[src/rtl/cpu_pkg.sv]
// rtl/cpu_pkg.sv - shared front-end types and constants
package cpu_pkg;

    typedef enum logic [1:0] {
        BOOT    = 2'd0,
        FETCH   = 2'd1,
        HOLD    = 2'd2,
        DISCARD = 2'd3
    } fetch_state_e;

    localparam logic [31:0] INSTR_BYTES      = 32'd4;
    localparam logic [31:0] DEFAULT_RESET_PC = 32'h0000_0000;

endpackage

[src/rtl/sat_counter.sv]
// rtl/sat_counter.sv - saturating up-counter with synchronous clear
module sat_counter #(
    parameter int W = 32
) (
    input  logic         clk,
    input  logic         reset,
    input  logic         clear,
    input  logic         inc,
    output logic [W-1:0] cnt
);

    logic [W-1:0] cnt_q;
    logic [W-1:0] cnt_d;

    always_comb begin
        cnt_d = cnt_q;
        if (clear) begin
            cnt_d = '0;
        end else if (inc && (cnt_q != {W{1'b1}})) begin
            cnt_d = cnt_q + 1'b1;
        end
    end

    always_ff @(posedge clk or posedge reset) begin
        if (reset) begin
            cnt_q <= '0;
        end else begin
            cnt_q <= cnt_d;
        end
    end

    assign cnt = cnt_q;

endmodule

[src/rtl/fetch_ctrl.sv]
// rtl/fetch_ctrl.sv - instruction-fetch sequencer: PC, imem handshake, IF hold/flush
module fetch_ctrl
    import cpu_pkg::*;
#(
    parameter logic [31:0] RESET_PC = DEFAULT_RESET_PC,
    parameter int          CNT_W    = 32
) (
    input  logic             clk,
    input  logic             reset,
    input  logic             imem_busywait,
    output logic             imem_read,
    output logic [31:0]      imem_addr,
    input  logic             branch_jump_signal,
    input  logic [31:0]      branch_target,
    input  logic             load_use_stall,
    input  logic             dmem_busywait,
    output logic [31:0]      pc_out,
    output logic [31:0]      pc_4_out,
    output logic             if_hold,
    output logic             if_flush,
    output logic             fetch_valid,
    output logic [CNT_W-1:0] stall_cnt,
    output logic [CNT_W-1:0] discard_cnt
);

    fetch_state_e state_q, state_d;
    logic [31:0]  pc_q, pc_d;
    logic [31:0]  addr_q, addr_d;
    logic         read_q, read_d;
    logic [31:0]  redirect_pc_q, redirect_pc_d;

    logic        done;
    logic        stall;
    logic [31:0] pc_plus4;
    logic [31:0] discard_next;
    logic        discard_inc;
    logic        stall_inc;

    assign done         = read_q & ~imem_busywait;
    assign stall        = load_use_stall | dmem_busywait;
    assign pc_plus4     = pc_q + INSTR_BYTES;
    // A redirect landing on the completing cycle of a discard is the newest one.
    assign discard_next = branch_jump_signal ? branch_target : redirect_pc_q;

    always_comb begin
        state_d       = state_q;
        pc_d          = pc_q;
        addr_d        = addr_q;
        read_d        = read_q;
        redirect_pc_d = redirect_pc_q;
        if_hold       = 1'b0;
        if_flush      = 1'b0;
        fetch_valid   = 1'b0;
        discard_inc   = 1'b0;
        case (state_q)
            BOOT: begin
                if_hold = 1'b1;
                state_d = FETCH;
                read_d  = 1'b1;
                addr_d  = pc_q;
            end
            FETCH: begin
                if (branch_jump_signal) begin
                    if_flush = 1'b1;
                    if (done) begin
                        pc_d   = branch_target;
                        addr_d = branch_target;
                    end else begin
                        // Address must stay stable until the outstanding read completes.
                        redirect_pc_d = branch_target;
                        state_d       = DISCARD;
                    end
                end else if (done && !stall) begin
                    fetch_valid = 1'b1;
                    pc_d        = pc_plus4;
                    addr_d      = pc_plus4;
                end else if (done) begin
                    if_hold = 1'b1;
                    state_d = HOLD;
                    read_d  = 1'b0;
                end else begin
                    if_hold = 1'b1;
                end
            end
            HOLD: begin
                if (branch_jump_signal) begin
                    if_flush = 1'b1;
                    pc_d     = branch_target;
                    addr_d   = branch_target;
                    state_d  = FETCH;
                    read_d   = 1'b1;
                end else begin
                    if_hold = 1'b1;
                    if (!stall) begin
                        state_d = FETCH;
                        read_d  = 1'b1;
                    end
                end
            end
            DISCARD: begin
                if_flush = 1'b1;
                if (done) begin
                    discard_inc = 1'b1;
                    pc_d        = discard_next;
                    addr_d      = discard_next;
                    state_d     = FETCH;
                end else if (branch_jump_signal) begin
                    redirect_pc_d = branch_target;
                end
            end
            default: begin
                state_d = BOOT;
                read_d  = 1'b0;
            end
        endcase
    end

    always_ff @(posedge clk or posedge reset) begin
        if (reset) begin
            state_q       <= BOOT;
            pc_q          <= RESET_PC;
            addr_q        <= RESET_PC;
            read_q        <= 1'b0;
            redirect_pc_q <= 32'h0;
        end else begin
            state_q       <= state_d;
            pc_q          <= pc_d;
            addr_q        <= addr_d;
            read_q        <= read_d;
            redirect_pc_q <= redirect_pc_d;
        end
    end

    assign stall_inc = if_hold & (state_q != BOOT);

    sat_counter #(.W(CNT_W)) u_stall_cnt (
        .clk   (clk),
        .reset (reset),
        .clear (1'b0),
        .inc   (stall_inc),
        .cnt   (stall_cnt)
    );

    sat_counter #(.W(CNT_W)) u_discard_cnt (
        .clk   (clk),
        .reset (reset),
        .clear (1'b0),
        .inc   (discard_inc),
        .cnt   (discard_cnt)
    );

    assign imem_read = read_q;
    assign imem_addr = addr_q;
    assign pc_out    = pc_q;
    assign pc_4_out  = pc_plus4;

endmodule

[config.mk]
export PLATFORM = sky130hd
export DESIGN_NAME = fetch_ctrl
export DESIGN_NICKNAME = d
export VERILOG_FILES = /design/src/rtl/cpu_pkg.sv /design/src/rtl/sat_counter.sv /design/src/rtl/fetch_ctrl.sv
export SDC_FILE = /design/constraint.sdc
export NUM_CORES = 1
export LEC_CHECK = 0
export CAP_MARGIN = 40
export CORE_UTILIZATION = 45
export CTS_CLUSTER_DIAMETER = 30
export DETAILED_ROUTE_END_ITERATION = 10
export GPL_TIMING_DRIVEN = 0
export PLACE_DENSITY = 0.82
export SLEW_MARGIN = 20
export SYNTH_ARGS = -nofsm -noshare
export SYNTH_HDL_FRONTEND = slang
export SYNTH_SLANG_ARGS = --single-unit
[constraint.sdc]
create_clock -name clk -period 6.6 [get_ports clk]
set_clock_uncertainty 0.05 [all_clocks]
set_input_delay 0.66 -clock clk [delete_from_list [all_inputs] [get_ports clk]]
set_output_delay 0.66 -clock clk [all_outputs]
set_load 0.01 [all_outputs]
=== Word level (Yosys, flattened, before mapping) ===
Cells that the tools add are included.

* Bitwise logic cells: 4
* Reduce and logical (&&, ||, !) cells: 15
* Muxes and demuxes: 37
* Equal/unequal tests: 19
* Add/sub/neg operators: 3

{| class="wikitable"
|+ Operators with widths
! cell !! number
|-
| 2-to-1 mux 32 bit || 9
|-
| one-hot mux 32 bit (4 select lines) || 1
|-
| one-hot mux 32 bit (3 select lines) || 1
|-
| adder 32 x 1 -> 32 bit, second input constant || 2
|-
| inequality test 32 bit, second input constant || 2
|-
| one-hot mux 32 bit (2 select lines) || 1
|-
| adder 32 x 3 -> 32 bit, second input constant || 1
|-
| inequality test 3 bit, second input constant || 6
|-
| inequality test 2 bit, second input constant || 8
|-
| AND reduction 5 bit || 3
|-
| 2-to-1 mux 1 bit || 14
|-
| 2-to-1 mux 2 bit || 7
|-
| one-hot mux 2 bit (4 select lines) || 1
|-
| AND reduction 4 bit || 2
|-
| one-hot mux 1 bit (3 select lines) || 2
|-
| nonzero test 3 bit || 2
|-
| equality test 2 bit, second input constant || 2
|-
| nonzero test 2 bit || 2
|-
| logical AND 1 bit || 3
|-
| AND 1 bit || 2
|-
| equality test 2 x 1 -> 1 bit, second input constant || 1
|-
| logical NOT 2 bit || 1
|-
| one-hot mux 1 bit (2 select lines) || 1
|-
| OR reduction 2 bit || 1
|-
| other kinds (3) || 3
|}

* Input bits: 38
* Register bits: 163
* Word-level logic and storage cells: 85
* Output and inout bits: 164

=== Depth between registers and ports, before layout ===
Gate-level depths: netlist of run 1.

* Word-level depth: 8
* Depth in mapped cells: 11
* Mapped depth without buffers: 7

=== Hierarchy ===
A second synthesis of run 1 with hierarchy kept.

* Cell total of the unflattened synthesis: 1130
* Area total of the unflattened synthesis: 10212.3 um2

{| class="wikitable"
|+ By module, submodules not included
! module !! sequential area each (um2) !! times used !! cells each !! area an instance (um2)
|-
| fetch_ctrl || 2477.4 || 1 || 745 || 6560.0
|-
| sat_counter at u_stall_cnt || 800.8 || 1 || 199 || 1911.8
|-
| sat_counter at u_discard_cnt || 800.8 || 1 || 186 || 1740.4
|}

=== Worst setup path before layout of run 1 ===
Ideal clock, no wire load.

* Kind: input to output
* Start: input port branch_jump_signal
* End: output port if_flush
* Required time: 5890 ps
* Buffers on the path: 4
* Stages on the path: 6
* Setup slack: 3947 ps
* Arrival: 1943 ps
* Path through: buf_2 > buf_1 > clkbuf_1 > clkbuf_1 > a21oi_1 > nor2_1

* Cells in the longest elaborated chain, start to end: 2

{| class="wikitable"
|+ Ends and longest elaborated chain
! item !! line !! RTL
|-
| start: declaration || fetch_ctrl.sv:13 || <nowiki>input logic branch_jump_signal,</nowiki>
|-
| 2-to-1 mux 1 bit || fetch_ctrl.sv:63, fetch_ctrl.sv:86 ||
|-
| one-hot mux 1 bit (2 select lines) || fetch_ctrl.sv:55 || <nowiki>case (state_q)</nowiki>
|-
| end: declaration || fetch_ctrl.sv:20 || <nowiki>output logic if_flush,</nowiki>
|}

Every way passes these cells.

=== Worst setup path after layout of run 1 ===
* Start: register state_q[0]
* End: output port if_hold

* Cells in the longest elaborated chain, start to end: 2
* Elaborated cells between the ends (all ways): 4
* Those cells by class: eq/ne: 2; mux: 1; reduce/logical: 1

{| class="wikitable"
|+ Ends and longest elaborated chain
! item !! line !! RTL
|-
| start: declaration || fetch_ctrl.sv:26 || <nowiki>fetch_state_e state_q, state_d;</nowiki>
|-
| start signal: assignment || fetch_ctrl.sv:126 || <nowiki>state_q <= state_d;</nowiki>
|-
| equality test 2 bit, or another cell as far along || fetch_ctrl.sv:55 ||
|-
| one-hot mux 1 bit (3 select lines) (*) || fetch_ctrl.sv:55 ||
|-
| end: declaration || fetch_ctrl.sv:19 || <nowiki>output logic if_hold,</nowiki>
|}

Mark *: on every way between the ends. The rest lies on a longest branch, timed or not.

==> run summary, run 1 <==
Starting Density = 46.3%
RSZ-0062 raised after global routing = false
Hold WC Path Type = reg -> reg
status = complete, but fails checks
post_cts resized = 0
Highest Clock Rate = 0.230 GHz
minimum clock period after layout = 4340 ps
Layout area overhead = 30.3%
critical path required time = 5890 ps
row count = 53
CTS tree = yes
Post-synth EDFFs = 0
Core Area = 21,200 µm²
#FFs+latches synth = 163
Synth Area in XOR/XNOR = 6.80%
syn nets = 1,107
Final WS setup = 2260 ps
adder-cell share of the synthesized area = 0.895%
CTS max path bufs = 2
first-pass GRT wire length = 52,400 µm
total power = 6.01 mW
Slew @ Worst Pin = 907 ps
Synth Area in Compound Gates = 18.9%
CP Cell Sequence = inv_1, ha_1, clkbuf_1, inv_1, clkbuf_1, clkbuf_1, a21oi_1, clkdlybuf4s50_1
antenna-violating nets left = 0
CTS Sinks = 163
simple-gate share of the synthesized area = 19.5%
worst path arrival time = 3630 ps
total negative slack for setup checks = 0 ps
prevailing post-synth register cell = dfrtp_1
clock share of power = 16.4%
die width = 149 µm
Sw Ratio = 44.7%
largest net degree at the start of global routing = 91
mux cell area share after synthesis = 7.72%
num ports = 202
Post-Syn Area per Cell = 9.21 µm²
Pint = 3.32 mW
vias in the first global route = 9,536
Crit path max-delay family = buffers and inverters
Final HPWL DP = 24,400 µm
Rel. slew slack = 39.5%
Slew Limit Fails = 0
Worst path max stage delay = 600 ps
total wire length = 34,300 µm
post-CTS setup repair buffer count = 0
Pre-antenna DRT Iters = 11
CP startpoint kind = flop
layout cells sized above 1 = 10.4%
Setup crit end kind = primary output
Root Buffer = clkbuf_16
Core Util, Final = 60.3%
Crit path buffers/inverters = 6
DR iter-0 viols = 931
Hold Buf Count CTS = 0
Die Height = 149 µm
H-tree levels = 4
register area = 4080 µm²
PwrDens = 472 nW/µm²
Comb power frac = 55.4%
violated checks = design-rule violations
clock slew seen by the registers of the worst setup and hold paths = 60 ps
peak supply drop = 244 µV
pre-CTS setup slack = 2490 ps
crit-path max FO = 10
placed insts = 1,538
Design Area, Final = 12,700 µm²
antenna violations before repair = 2
gp weighted congestion = 0.991
vias per cell = 6.28
endpoints failing setup = 0
gr usage total = 30.9%
Sw Pwr = 2.69 mW
register area share after synthesis = 41.7%
via count = 9,872
Wirelength per Cell = 21.8 µm
area of the multi-input gates = 5260 µm²
Clock Latency Late Sink = 440 ps
async set-reset flop share out of synthesis = 100%
Area after DPL = 12,200 µm²
final cell count without fillers = 1,571
gr ovfl total = 0
Max Cap Violations = 0
most used cell, CP = clkbuf_1
final hold violations = 0
ANT cells = 0
Final #Nets = 1,328
sequential fraction of design power = 28.2%
leakage power = 5.19 nW
CP Class = reg -> out
clock buffer count from CTS = 17
FF-to-FF setup slack = 3220 ps
Fillers = 1,785
largest family of logic cells by synthesized area = simple AND/OR/NAND/NOR gates
Post-Synthesis Cell Area = 9780 µm²
Fin Hold WS = 434 ps
post-synthesis cell type count = 69
Synth Warn # = 0
Tcrit/Tclk final = 65.8%
Slowest-stage cell, CP = clkbuf_1
Remaining DRCs = 2
Syn Inst Count = 1,062
die area = 22,300 µm²
I/O Buffers = 200
layer usage:
metal | vias up | routed length, µm | part of all wire [%] | GRT usage (%)
met5 | - | 32 | 0.093 | 0
met1 | 4686 | 12900 | 38 | 38.5
met2 | 694 | 15600 | 46 | 48.4
li1 | 4353 | - | - | -
met4 | 2 | 1530 | 4.4 | 15.8
met3 | 137 | 4260 | 12 | 9.24
placed cells by master (no fill, tap or decap), drive strengths merged, types with 31 or more instances in the layout:
cell type / count
xor2: 40
dfrtp: 163
o21ai: 65
a21oi: 46
nand3: 45
nor2: 78
mux2: 60
clkbuf: 65
xnor2: 36
clkdlybuf4s50: 200
nand2: 85
a31oi: 31
inv: 41
registers in the layout, indices dropped and copies added (netlist names):
name               cells
u_discard_cnt.cnt     32
u_stall_cnt.cnt       32
pc_out                32
imem_addr             32
imem_read              1
redirect_pc_q         32
state_q                2
final timing paths:
path	from	end	depth (start not counted)
max reg2reg	state_q[1]	imem_addr[19]	10
min	u_stall_cnt.cnt[22]	u_stall_cnt.cnt[22]	1
min reg2reg	u_stall_cnt.cnt[22]	u_stall_cnt.cnt[22]	1
max	state_q[0]	if_hold	8
max in group asynchronous	reset	pc_out[16]	3
min in group asynchronous	reset	u_discard_cnt.cnt[7]	2
cells in the mapped netlist (4+ instances only):
| master | number | area share [%] |
|---|---|---|
| o21a_1 | 7 | 0.54 |
| a22o_1 | 22 | 2.0 |
| or2_2 | 10 | 0.64 |
| o2bb2ai_1 | 4 | 0.36 |
| a22oi_1 | 17 | 1.3 |
| a21boi_0 | 5 | 0.38 |
| ha_1 | 7 | 0.90 |
| dfrtp_1 | 163 | 42 |
| or4_1 | 5 | 0.38 |
| o31a_1 | 5 | 0.45 |
| a211oi_1 | 5 | 0.38 |
| and2_1 | 8 | 0.51 |
| nand3_1 | 45 | 2.3 |
| buf_2 | 16 | 0.82 |
| clkbuf_1 | 45 | 1.7 |
| nor3_1 | 28 | 1.4 |
| inv_1 | 34 | 1.3 |
| o21ai_0 | 64 | 3.3 |
| nor2b_1 | 4 | 0.26 |
| nand4_1 | 25 | 1.6 |
| nand2_1 | 85 | 3.3 |
| o31ai_1 | 12 | 0.92 |
| a21o_1 | 4 | 0.31 |
| o211ai_1 | 11 | 0.84 |
| mux2_2 | 60 | 6.9 |
| buf_1 | 8 | 0.31 |
| xor2_1 | 40 | 3.6 |
| and3_1 | 11 | 0.70 |
| nand2b_1 | 10 | 0.64 |
| and4_1 | 11 | 0.98 |
| mux2i_1 | 8 | 0.82 |
| nor2_1 | 78 | 3.0 |
| a21oi_1 | 46 | 2.4 |
| nor4_1 | 14 | 0.90 |
| xnor2_1 | 36 | 3.2 |
| a31oi_1 | 31 | 2.0 |
| or3_1 | 18 | 1.2 |
worst reg2reg max path, stage by stage, from the launching register on:
cell      delay (ps)
dfrtp_1          430
inv_1             90
ha_1             180
buf_2            190
nor2b_1          190
buf_2            240
a221o_1          390
clkbuf_1         280
nor2_1           620
buf_2            430
a41oi_1          160
final cells by class:
type	instances	share of cell area, %
Sequential cell	163	32.0
Clock inverter	14	1.15
Inverter	34	1.06
Clock buffer	18	3.37
Tap cell	275	2.70
Timing Repair Buffer	202	16.0
Buffer	74	2.47
Multi-Input combinational cell	791	41.3
power groups by stage:
stage / clock network, mW / logic [mW] / registers [mW]
6_report: 0.989 / 3.33 / 1.70
5_1_grt: 1.04 / 3.53 / 1.73
4_1_cts: 0.998 / 3.25 / 1.68
3_5_place_dp: 0 / 3.24 / 1.70
3_3_place_gp: 0 / 3.18 / 1.69
2_1_floorplan: 0 / 1.75 / 1.71
cells by family (layout without fill, tap and decap cells):
| group | count (synthesis) | after routing |
|---|---|---|
| AOI/OAI and AO/OA | 274 | 274 |
| xor gates and xnor gates | 76 | 76 |
| adders and majority gates | 7 | 7 |
| buffers and inverters | 108 | 342 |
| DFF | 163 | 163 |
| muxes | 68 | 68 |
| and+or+nand+nor | 366 | 366 |
Power figures use the tool's default switching activity.
==> run 2: changes to the inputs <==
clock period = 4.2 ns   (was 6.6 ns; I/O delays follow)
==> run 2 against run 1 <==
Against the previous run:
- the flow now finishes without violations
- flip-flop and latch count did not move
- clock power rose by 59%
- largest cell class unchanged
- wire length grew 0.67%
==> run summary, run 2 (synthesis gave the netlist of run 1 again) <==
status = finished clean
gr ovfl total = 0
vias in the first global route = 9,617
sequential fraction of design power = 28.2%
Area after DPL = 12,200 µm²
Starting Density = 46.3%
row count = 53
Slew Limit Fails = 0
CP startpoint kind = flop
Hold Buf Count CTS = 0
Final HPWL DP = 24,900 µm
H-tree levels = 4
CTS Sinks = 163
Setup crit end kind = primary output
endpoints failing setup = 0
Sw Ratio = 44.7%
clock share of power = 16.6%
worst path arrival time = 3500 ps
num ports = 202
crit-path max FO = 10
minimum clock period after layout = 3970 ps
Pre-antenna DRT Iters = 8
Design Area, Final = 12,800 µm²
clock slew seen by the registers of the worst setup and hold paths = 70 ps
critical path required time = 3730 ps
final hold violations = 0
CTS tree = yes
Core Area = 21,200 µm²
clock buffer count from CTS = 17
Remaining DRCs = 0
Final #Nets = 1,330
PwrDens = 739 nW/µm²
leakage power = 5.21 nW
vias per cell = 6.32
Layout area overhead = 31.0%
Sw Pwr = 4.23 mW
layout cells sized above 1 = 10.7%
ANT cells = 0
total negative slack for setup checks = 0 ps
Rel. slew slack = 39.9%
Comb power frac = 55.2%
Highest Clock Rate = 0.252 GHz
commonest non-fill, non-tap cell in the layout = clkdlybuf4s50_1
Hold WC Path Type = in -> async
I/O Buffers = 200
CP Class = reg -> out
largest net degree at the start of global routing = 34
Slew @ Worst Pin = 901 ps
DR iter-0 viols = 841
commonest non-fill, non-tap cells in the layout = clkdlybuf4s50_1, dfrtp_1, nand2_1, nor2_1, o21ai_0
total wire length = 34,500 µm
via count = 9,934
die area = 22,300 µm²
Root Buffer = clkbuf_16
antenna-violating nets left = 0
Clock Latency Late Sink = 430 ps
Tcrit/Tclk final = 94.5%
gp weighted congestion = 0.983
first-pass GRT wire length = 53,300 µm
Die Height = 149 µm
Pint = 5.24 mW
Wirelength per Cell = 21.9 µm
peak supply drop = 436 µV
gr usage total = 31.4%
Core Util, Final = 60.6%
RSZ-0062 raised after global routing = false
Max Cap Violations = 0
CTS max path bufs = 2
antenna violations before repair = 1
die width = 149 µm
==> run 2: repair_timing <==
action / 4_1_cts / 5_1_grt
gates resized for setup: 0 / 0
endpoints found under the setup margin: 0 / 1
buffers inserted: 0 / 0
==> run 2: routing by layer <==
metal / part of all wire [%] / GRT usage [%] / vias to the layer above
li1: - / - / 4345
met1: 38 / 39.2 / 4749
met2: 45 / 49.7 / 682
met3: 12 / 8.29 / 156
met4: 5.0 / 16.6 / 2
met5: 0.038 / 0 / -
==> run 2: worst max-delay path: stages, from the launching register on <==
cell and delay (ps):
dfrtp_1 430, inv_1 100, ha_1 130, buf_2 210
nor2b_1 270, buf_2 350, clkbuf_1 570, a21oi_1 190
a21oi_1 220, clkdlybuf4s50_1 620
==> run 2: final timing paths <==
path	start	end	slack (ps)	cells after the start
worst max-delay path	state_q[1]	if_hold	230	9
worst min-delay path	reset	u_discard_cnt.cnt[11]	270	2
worst max register to register	state_q[1]	pc_out[0]	910	10
worst min register to register	imem_addr[2]	imem_addr[2]	430	2
max in group asynchronous	reset	imem_addr[15]	2850	5
min in group clk	imem_addr[2]	imem_addr[2]	430	2
==> run 2: layout make-up <==
cell class	count	area, µm²
Buffer	73	312
Multi-Input combinational cell	791	5260
Sequential cell	163	4080
Inverter	34	131
Tap cell	275	344
Fill cell	1819	8340
Timing Repair Buffer	205	2100
Clock inverter	14	144
Clock buffer	18	439
==> run 2: power groups by stage <==
stage | Clock (mW) | Sequential [mW] | Combinational [mW]
after floorplan | 0 | 2.68 | 2.75
after global placement | 0 | 2.65 | 5.00
after detailed placement | 0 | 2.68 | 5.09
after CTS | 1.57 | 2.65 | 5.11
after global routing | 1.66 | 2.73 | 5.55
final | 1.57 | 2.67 | 5.23
==> run 2: per-stage QoR <==
stage / power (mW) / hold slack [ps] / worst slack [ps] / instances
5_1_grt: 9.94 / 294 / 109 / 1573
3_5_place_dp: 7.77 / 422 / 470 / 1542
4_1_cts: 9.33 / 274 / 199 / 1574
6_report: 9.47 / 271 / 230 / 1573
3_3_place_gp: 7.65 / 417 / 231 / 1537
2_1_floorplan: 5.44 / 425 / 1660 / 1062
